`src/rtl/uart_rx_frame.sv`:
```
// -----------------------------------------------------------------------------
// uart_rx_frame
//   UART receiver. Oversamples RX_IN at CLK, detects the start bit, then
//   deserializes DATA_WIDTH bits LSB first, an optional parity bit and one
//   stop bit. A good frame produces a one-cycle data_valid pulse together
//   with the new P_DATA word. Parity and stop problems produce one-cycle
//   par_err / stp_err pulses instead, and P_DATA keeps its previous value.
//
// Ports
//   CLK        oversampling clock
//   RST        asynchronous reset, active low
//   RX_IN      serial line, idle high, already synchronous to CLK
//   Prescale   oversampling ratio (8, 16 or 32), latched at start detection
//   PAR_EN     parity bit present after the data bits (latched per frame)
//   PAR_TYP    0 = even parity, 1 = odd parity (latched per frame)
//   P_DATA     last good received word
//   data_valid one-cycle pulse, P_DATA updated
//   par_err    one-cycle pulse, parity mismatch
//   stp_err    one-cycle pulse, stop bit sampled low
//
// Configuration
//   UART_RX_MAJORITY_VOTE_EN  when defined, every bit is the 2-of-3 majority
//   of the samples at Prescale/2-1, Prescale/2 and Prescale/2+1, decided at
//   Prescale/2+1. When undefined, one sample at Prescale/2 decides the bit.
// -----------------------------------------------------------------------------
module uart_rx_frame #(
    parameter int DATA_WIDTH = 8,
    parameter int PRESCALE_W = 6
) (
    input  logic                  CLK,
    input  logic                  RST,
    input  logic                  RX_IN,
    input  logic [PRESCALE_W-1:0] Prescale,
    input  logic                  PAR_EN,
    input  logic                  PAR_TYP,
    output logic [DATA_WIDTH-1:0] P_DATA,
    output logic                  data_valid,
    output logic                  par_err,
    output logic                  stp_err
);

    localparam int                    BCW      = (DATA_WIDTH > 1) ? $clog2(DATA_WIDTH) : 1;
    localparam logic [BCW-1:0]        LAST_BIT = BCW'(DATA_WIDTH - 1);
    localparam logic [PRESCALE_W-1:0] ONE      = PRESCALE_W'(1);

    typedef enum logic [2:0] {
        S_IDLE,
        S_START,
        S_DATA,
        S_PARITY,
        S_STOP
    } state_t;

    state_t                  state_q, state_d;
    logic [PRESCALE_W-1:0]   edge_cnt_q, edge_cnt_d;
    logic [BCW-1:0]          bit_cnt_q, bit_cnt_d;
    logic [PRESCALE_W-1:0]   prescale_q, prescale_d;
    logic                    par_en_q, par_en_d;
    logic                    par_typ_q, par_typ_d;
    logic                    par_bad_q, par_bad_d;
    logic [DATA_WIDTH-1:0]   shift_q, shift_d;
    logic [DATA_WIDTH-1:0]   p_data_q, p_data_d;
    logic                    data_valid_q, data_valid_d;
    logic                    par_err_q, par_err_d;
    logic                    stp_err_q, stp_err_d;

    logic [PRESCALE_W-1:0]   half_pt;
    logic                    bit_end;
    logic                    dec_pt;
    logic                    bit_val;
    logic                    start_now;

    assign half_pt = prescale_q >> 1;

    // ">=" rather than "==" so an illegal ratio (0, odd, tiny) can never
    // strand the counter past its terminal value.
    assign bit_end = (edge_cnt_q >= (prescale_q - ONE));

    // A start bit is recognised in IDLE, and also in the last STOP cycle so
    // back-to-back frames keep exactly one frame period between them.
    assign start_now = ((state_q == S_IDLE) && !RX_IN) ||
                       ((state_q == S_STOP) && bit_end && !RX_IN);

`ifdef UART_RX_MAJORITY_VOTE_EN
    logic smp_early_q, smp_early_d;
    logic smp_mid_q, smp_mid_d;

    // The third vote is the live line value at the decision point.
    assign dec_pt  = (edge_cnt_q == (half_pt + ONE));
    assign bit_val = (smp_early_q & smp_mid_q) |
                     (smp_early_q & RX_IN) |
                     (smp_mid_q & RX_IN);

    always_comb begin
        smp_early_d = smp_early_q;
        smp_mid_d   = smp_mid_q;
        if (edge_cnt_q == (half_pt - ONE)) begin
            smp_early_d = RX_IN;
        end
        if (edge_cnt_q == half_pt) begin
            smp_mid_d = RX_IN;
        end
    end

    always_ff @(posedge CLK) begin
        smp_early_q <= smp_early_d;
        smp_mid_q   <= smp_mid_d;
    end
`else
    assign dec_pt  = (edge_cnt_q == half_pt);
    assign bit_val = RX_IN;
`endif

    // State register and control/output flops
    always_ff @(posedge CLK or negedge RST) begin
        if (!RST) begin
            state_q      <= S_IDLE;
            edge_cnt_q   <= '0;
            bit_cnt_q    <= '0;
            prescale_q   <= '0;
            par_en_q     <= 1'b0;
            par_typ_q    <= 1'b0;
            par_bad_q    <= 1'b0;
            p_data_q     <= '0;
            data_valid_q <= 1'b0;
            par_err_q    <= 1'b0;
            stp_err_q    <= 1'b0;
        end else begin
            state_q      <= state_d;
            edge_cnt_q   <= edge_cnt_d;
            bit_cnt_q    <= bit_cnt_d;
            prescale_q   <= prescale_d;
            par_en_q     <= par_en_d;
            par_typ_q    <= par_typ_d;
            par_bad_q    <= par_bad_d;
            p_data_q     <= p_data_d;
            data_valid_q <= data_valid_d;
            par_err_q    <= par_err_d;
            stp_err_q    <= stp_err_d;
        end
    end

    // The payload shifter is fully rewritten by every frame before it is used.
    always_ff @(posedge CLK) begin
        shift_q <= shift_d;
    end

    // Next-state logic
    always_comb begin
        state_d = state_q;
        case (state_q)
            S_IDLE: begin
                if (!RX_IN) begin
                    state_d = S_START;
                end
            end
            S_START: begin
                // A start bit that reads high at its centre was a glitch.
                if (dec_pt && bit_val) begin
                    state_d = S_IDLE;
                end else if (bit_end) begin
                    state_d = S_DATA;
                end
            end
            S_DATA: begin
                if (bit_end && (bit_cnt_q == LAST_BIT)) begin
                    state_d = par_en_q ? S_PARITY : S_STOP;
                end
            end
            S_PARITY: begin
                if (bit_end) begin
                    state_d = S_STOP;
                end
            end
            S_STOP: begin
                if (bit_end) begin
                    state_d = RX_IN ? S_IDLE : S_START;
                end
            end
            default: state_d = S_IDLE;
        endcase
    end

    // Counters, per-frame configuration and payload shifter
    always_comb begin
        edge_cnt_d = edge_cnt_q + ONE;
        bit_cnt_d  = bit_cnt_q;
        prescale_d = prescale_q;
        par_en_d   = par_en_q;
        par_typ_d  = par_typ_q;
        shift_d    = shift_q;

        if ((state_d == S_IDLE) || start_now || bit_end) begin
            edge_cnt_d = '0;
        end

        if (state_q != S_DATA) begin
            bit_cnt_d = '0;
        end else if (bit_end) begin
            bit_cnt_d = (bit_cnt_q == LAST_BIT) ? '0 : bit_cnt_q + BCW'(1);
        end

        if (start_now) begin
            prescale_d = Prescale;
            par_en_d   = PAR_EN;
            par_typ_d  = PAR_TYP;
        end

        // Right shift: after DATA_WIDTH bits the first bit received sits in
        // bit 0, i.e. LSB-first ordering.
        if ((state_q == S_DATA) && dec_pt) begin
            shift_d = {bit_val, shift_q[DATA_WIDTH-1:1]};
        end
    end

    // Output logic: parity tracking and the end-of-frame pulses
    always_comb begin
        par_bad_d    = par_bad_q;
        p_data_d     = p_data_q;
        data_valid_d = 1'b0;
        par_err_d    = 1'b0;
        stp_err_d    = 1'b0;

        if (start_now) begin
            par_bad_d = 1'b0;
        end

        if ((state_q == S_PARITY) && dec_pt) begin
            par_bad_d = (bit_val != ((^shift_q) ^ par_typ_q));
        end

        if ((state_q == S_STOP) && dec_pt) begin
            stp_err_d = !bit_val;
            par_err_d = par_bad_q;
            if (bit_val && !par_bad_q) begin
                data_valid_d = 1'b1;
                p_data_d     = shift_q;
            end
        end
    end

    assign P_DATA     = p_data_q;
    assign data_valid = data_valid_q;
    assign par_err    = par_err_q;
    assign stp_err    = stp_err_q;

endmodule

```
`config.mk`:
```
export PLATFORM = sky130hd
export DESIGN_NAME = uart_rx_frame
export DESIGN_NICKNAME = d
export VERILOG_FILES = /design/src/rtl/uart_rx_frame.sv
export SDC_FILE = /design/constraint.sdc
export NUM_CORES = 1
export LEC_CHECK = 0
export ABC_AREA = 1
export CAP_MARGIN = 20
export CORE_MARGIN = 2
export CORE_UTILIZATION = 35
export CTS_BUF_LIST = sky130_fd_sc_hd__clkbuf_4 sky130_fd_sc_hd__clkbuf_8
export DETAILED_ROUTE_END_ITERATION = 8
export HOLD_SLACK_MARGIN = 0.1
export PLACE_DENSITY = 0.61
export SLEW_MARGIN = 30
export SYNTH_ARGS = -nofsm -noshare
export SYNTH_HDL_FRONTEND = slang
export SYNTH_SLANG_ARGS = --single-unit
```
`constraint.sdc`:
```
create_clock -name CLK -period 7.1 [get_ports CLK]
set_input_delay 1.065 -clock CLK [delete_from_list [all_inputs] [get_ports CLK]]
set_output_delay 1.065 -clock CLK [all_outputs]
set_load 0.1 [all_outputs]
```
Word-level counts from Yosys, hierarchy flattened
Index checks and enable logic that the tools add are counted.
Cells by class
  reductions and logical operators: 20
  equal/unequal tests: 8
  order comparisons: 1
  add/subtract/negate cells: 3
  multiplexer cells: 19
  bitwise operators: 1
Operators by type and width (number)
  two-way mux 3 bit: 10
  case mux 3 bit (5 select lines): 1
  logical AND 1 bit: 9
  XOR reduction 8 bit: 1
  two-way mux 1 bit: 7
  adder 6 x 1 -> 6 bit, second input constant: 1
  equality test 3 x 2 -> 1 bit, second input constant: 2
  equality test 3 bit, second input constant: 2
  equality test 6 x 5 -> 1 bit: 1
  >= comparator 6 bit: 1
  zero test 3 bit: 2
  two-way mux 6 bit: 1
  subtractor 6 x 1 -> 6 bit, second input constant: 1
  nonzero test 2 bit: 2
  adder 3 x 1 -> 3 bit, second input constant: 1
  equality test 3 x 1 -> 1 bit, second input constant: 1
  logical OR 1 bit: 3
  != test 3 x 2 -> 1 bit, second input constant: 1
  zero test 1 bit: 2
  AND reduction 2 bit: 1
  != test 1 bit: 1
  XOR 1 bit: 1
Word-level totals
  input bits: 11
  output and inout port bits: 11
  bits in registers: 40
  word-level logic and storage cells: 64

Longest topological paths before layout
  word-level depth: 9
  depth in mapped cells: 17
  depth with buffers taken out: 17

Worst setup path after synthesis
Ideal clock, no wire load.
  path type: register to register
  from: reg prescale_q[2]
  to: reg par_typ_q
  cell stages (with the launch flop): 13
  clock period less this slack: 2310 ps
  buffers on the path: 0
  arrival time: 2185 ps
  required time: 6975 ps
  library setup time: 125 ps
  slack: 4790 ps
  cells stage by stage: dfrtp_1 -> inv_2 -> nand3_1 -> nor3_1 -> xor2_1 -> inv_1 -> ha_1 -> nand2_1 -> inv_2 -> a21oi_4 -> nand3_1 -> nand2_1 -> mux2_2
Between the ends
  longest elaborated chain between the ends: 5
RTL lines
  start, declared: line 57  | logic [PRESCALE_W-1:0] prescale_q, prescale_d;
  start signal, assigned: line 132  | prescale_q <= prescale_d;
  subtractor 6 x 1 -> 6 bit: line 77  | assign bit_end = (edge_cnt_q >= (prescale_q - ONE));
  >= comparator 6 bit: line 77
  logical AND 1 bit (2 in series): line 82  | ((state_q == S_STOP) && bit_end && !RX_IN);
  logical OR 1 bit: line 81  | assign start_now = ((state_q == S_IDLE) && !RX_IN) ||
  end signal, assigned: line 134  | par_typ_q <= par_typ_d;
  end, declared: line 59  | logic par_typ_q, par_typ_d;
No other way between the ends.
A chain may end at the register's enable or synchronous reset.

Worst setup path in the final report
  from: reg p_data_q[4] (netlist: P_DATA[4])
  to: out P_DATA[4]
RTL lines
  start, declared: line 62  | logic [DATA_WIDTH-1:0] p_data_q, p_data_d;
  start signal, assigned: line 136  | p_data_q <= p_data_d;
  end, declared: line 36  | output logic [DATA_WIDTH-1:0] P_DATA,
No word-level cell between the ends.

==> impl_results.md <==
- Total clock sinks: 40
- Critical Path, Cell by Cell: clkdlybuf4s50_1
- Sequential area share after synthesis: a little under half
- Highest metal used: met4
- F_max: 349.9 MHz
- Final max-slew violation count: 0
- Setup tns final: 0 ns
- Critical path peak fanout: 2
- Critical Path RT: 6.03 ns
- Clock transition at path regs: 0.08 ns
- Setup repair after global routing missed its margin: false
- Ys Warns: 0
- Transition at the pin with the smallest max-transition slack: around 0.96 ns
- CP endpoint kind: output port
- Detail Route met3 WL: about 110 µm
- Total global-route track usage: 11.81%
- Syn Area/Cell: 10.26 µm²
- Post-synth design cell area: ~0.0022 mm²
- Final standard cell count with taps included and fillers excluded: 317
- Flops & latches, synth: 40
- Dpl cells: between 300 and 400
- Worst-Skew Late Latency: ~0.30 ns
- Clock tree from TritonCTS: done
- Number of gates resized after CTS: 0
- Number of detailed-routing iterations run before antenna repair: 5
- Leading cell type in the layout, fill and taps excluded: dfrtp_1
- Detailed-placement wirelength estimate: ~2800 µm
- Shortest clock period the worst path allows after layout: 2.858 ns
- Number of buffers between clock root and the deepest sink: 2
- Number of failing setup endpoints in the final timing report: 0
- Post-DR vias/cell: 4.511
- Final hold vios: 0
- Initial antenna violation count: 0
- Boundary Pins: 22
- Post-route antenna net violation count: 0
- Delay contributed by the slowest stage of the critical path: 1.13 ns
- Final routed wirelength across all metal layers: roughly 3800 µm
- Cts bufs inserted: 5
- Routability congestion estimate: 0.7865
- Category of the critical setup timing path: flop to output port
- Bufs and invs on worst path: 1
- Max_slew headroom: 35.57%
- DP Area: 0.002486 mm²
- Post-route cell area: 0.002601 mm²
- Number of distinct standard cells referenced by the synthesized netlist: 31
- Cell area power density: 322.2 mW/mm²
- Total grt overflow: 0
- Largest net degree at the start of global routing: 33
- Arrival time of the worst setup path: 1.79 ns
- Share of post-route cells with drive strength above 1: 23.14%
- Final Net Count: 262
- Routed wire length on met2: 1782 µm
- Number of vias after detailed routing: between 1000 and 1500
- Std-Cell Core Area: approximately 0.006 mm²
- Area Growth Syn to Fin: 19.00%
- Leak pwr: 0.001202 µW
- Commonest cells after routing, fill and taps aside: 32 x dfrtp_1, 27 x nand2_1, 24 x inv_1
- Wire length of the first global-routing pass: 6706 µm
- Startpoint kind of the worst setup timing path: flop
- Die area: 0.006893 mm²
- Vias in the first global route: between 1000 and 1500
- Count of antenna diodes in the layout: 0
- Clk root buf: clkbuf_8
- Hold_ws: slightly below 0.5 ns
- Max capacitance violation total: 0
- Residual DRC: 0
- Y dimension of the die: 83.03 µm
- Initial standard-cell utilization of the core: between 30% and 40%
- # hold bufs at CTS: 0
- Die extent in x: between 80 and 90 µm
- Standard-cell rows: 28
- Clock Skew: 0.008564 ns
- Post-CTS Setup Bufs: 0
- Category of cells accounting for the largest share of critical-path delay: buffers and inverters
- Net count after synthesis: 234
- Violation count after the first detailed-route iteration: between 80 and 90
- HP Class: flop to flop
- Result of the run: completed
- Library cell contributing the largest single delay on the critical path: clkdlybuf4s50_1
- Part of the cycle the worst path needs: 40.25%
- Worst vdd ir: 104.1 µV
- Synthesized instance count: 213
- Routed metal-1 wire length: ~1900 µm
- Quantity of I/O buffers inserted on ports: 21
- Per-cell routed wire length: ~12 µm
- Maximum level of the CTS H-tree: 2
==> area by class of cell <==
cell class | count | area [µm²]
Clock buffer | 5 | 68.82
Clock inverter | 3 | 46.29
Fill cell | 574 | 3390
Inverter | 31 | 118.9
Multi-Input combinational cell | 141 | 1015
Sequential cell | 40 | 1041
Tap cell | 75 | 93.84
Timing Repair Buffer | 22 | 217.7
==> per-layer routing <==
layer  up-vias  GRT usage, %
met5         -             0
li1        736             -
met3         4         2.883
met2        27         19.50
met1       663         15.31
met4         0         3.577
==> cells in the mapped netlist (all sizes together) <==
library cell	n	share of area [%]
xnor2	8	3.2
xor2	9	3.6
dfrtp	32	37
nor2	33	9.2
nand4	3	1.5
nor3	4	1.4
a21oi	10	3.0
o21ai	3	0.86
ha	10	5.7
mux2	9	6.0
inv	31	5.4
nand3	15	3.9
nand2	36	7.7
buf	1	0.52
edfxtp	8	11
o31ai	1	0.34
==> flip-flops by register name, summed over array words and instances (netlist names) <==
register / cells
bit_cnt_q: 3
stp_err: 1
par_err: 1
edge_cnt_q: 6
par_typ_q: 1
shift_q: 8
par_bad_q: 1
P_DATA: 8
prescale_q: 6
par_en_q: 1
state_q: 3
data_valid: 1
==> cell families (layout without fill, tap and decap cells) <==
group / count (synthesis) / in the layout / share of synthesized area (%)
and+or+nand+nor: 91 / 91 / 23.70
buffers and inverters: 32 / 61 / 5.953
AOI/OAI and AO/OA: 14 / 14 / 4.179
DFF: 40 / 40 / 47.62
adders and majority gates: 10 / 10 / 5.724
xor gates and xnor gates: 17 / 17 / 6.812
muxes: 9 / 9 / 6.010
==> where the power goes <==
part           internal (µW)  switching [µW]  leakage (µW)  total [µW]
clock network            106            85.3     0.0000548         191
registers                274            42.2      0.000486         316
logic                    121             210      0.000661         331
==> path summary, 6_finish.rpt <==
path,slack (ns),from,to,cells past startpoint
min in group asynchronous,1.16,RST,edge_cnt_q[1]$_DFF_PN0_,2
min reg2reg,0.49,bit_cnt_q[0]$_DFFE_PN0P_,bit_cnt_q[0]$_DFFE_PN0P_,1
max reg2reg,4.37,prescale_q[1]$_DFFE_PN0P_,par_typ_q$_DFFE_PN0P_,12
max,4.24,P_DATA[4]$_DFFE_PN0P_,P_DATA[4],1
max in group asynchronous,5.62,RST,par_bad_q$_DFFE_PN0P_,2
min,0.49,bit_cnt_q[0]$_DFFE_PN0P_,bit_cnt_q[0]$_DFFE_PN0P_,1
==> through the flow <==
step           worst slack [ns]  utilization, %  total power (µW)
4_1_cts                   4.229           43.42             851.3
2_1_floorplan             4.790               -             586.4
6_report                  4.242           43.42             838.1
5_1_grt                   4.112           43.42             901.4
3_3_place_gp              4.391           41.50             650.9
3_5_place_dp              4.349           41.50             656.8
(Power assumes the default switching activity.)
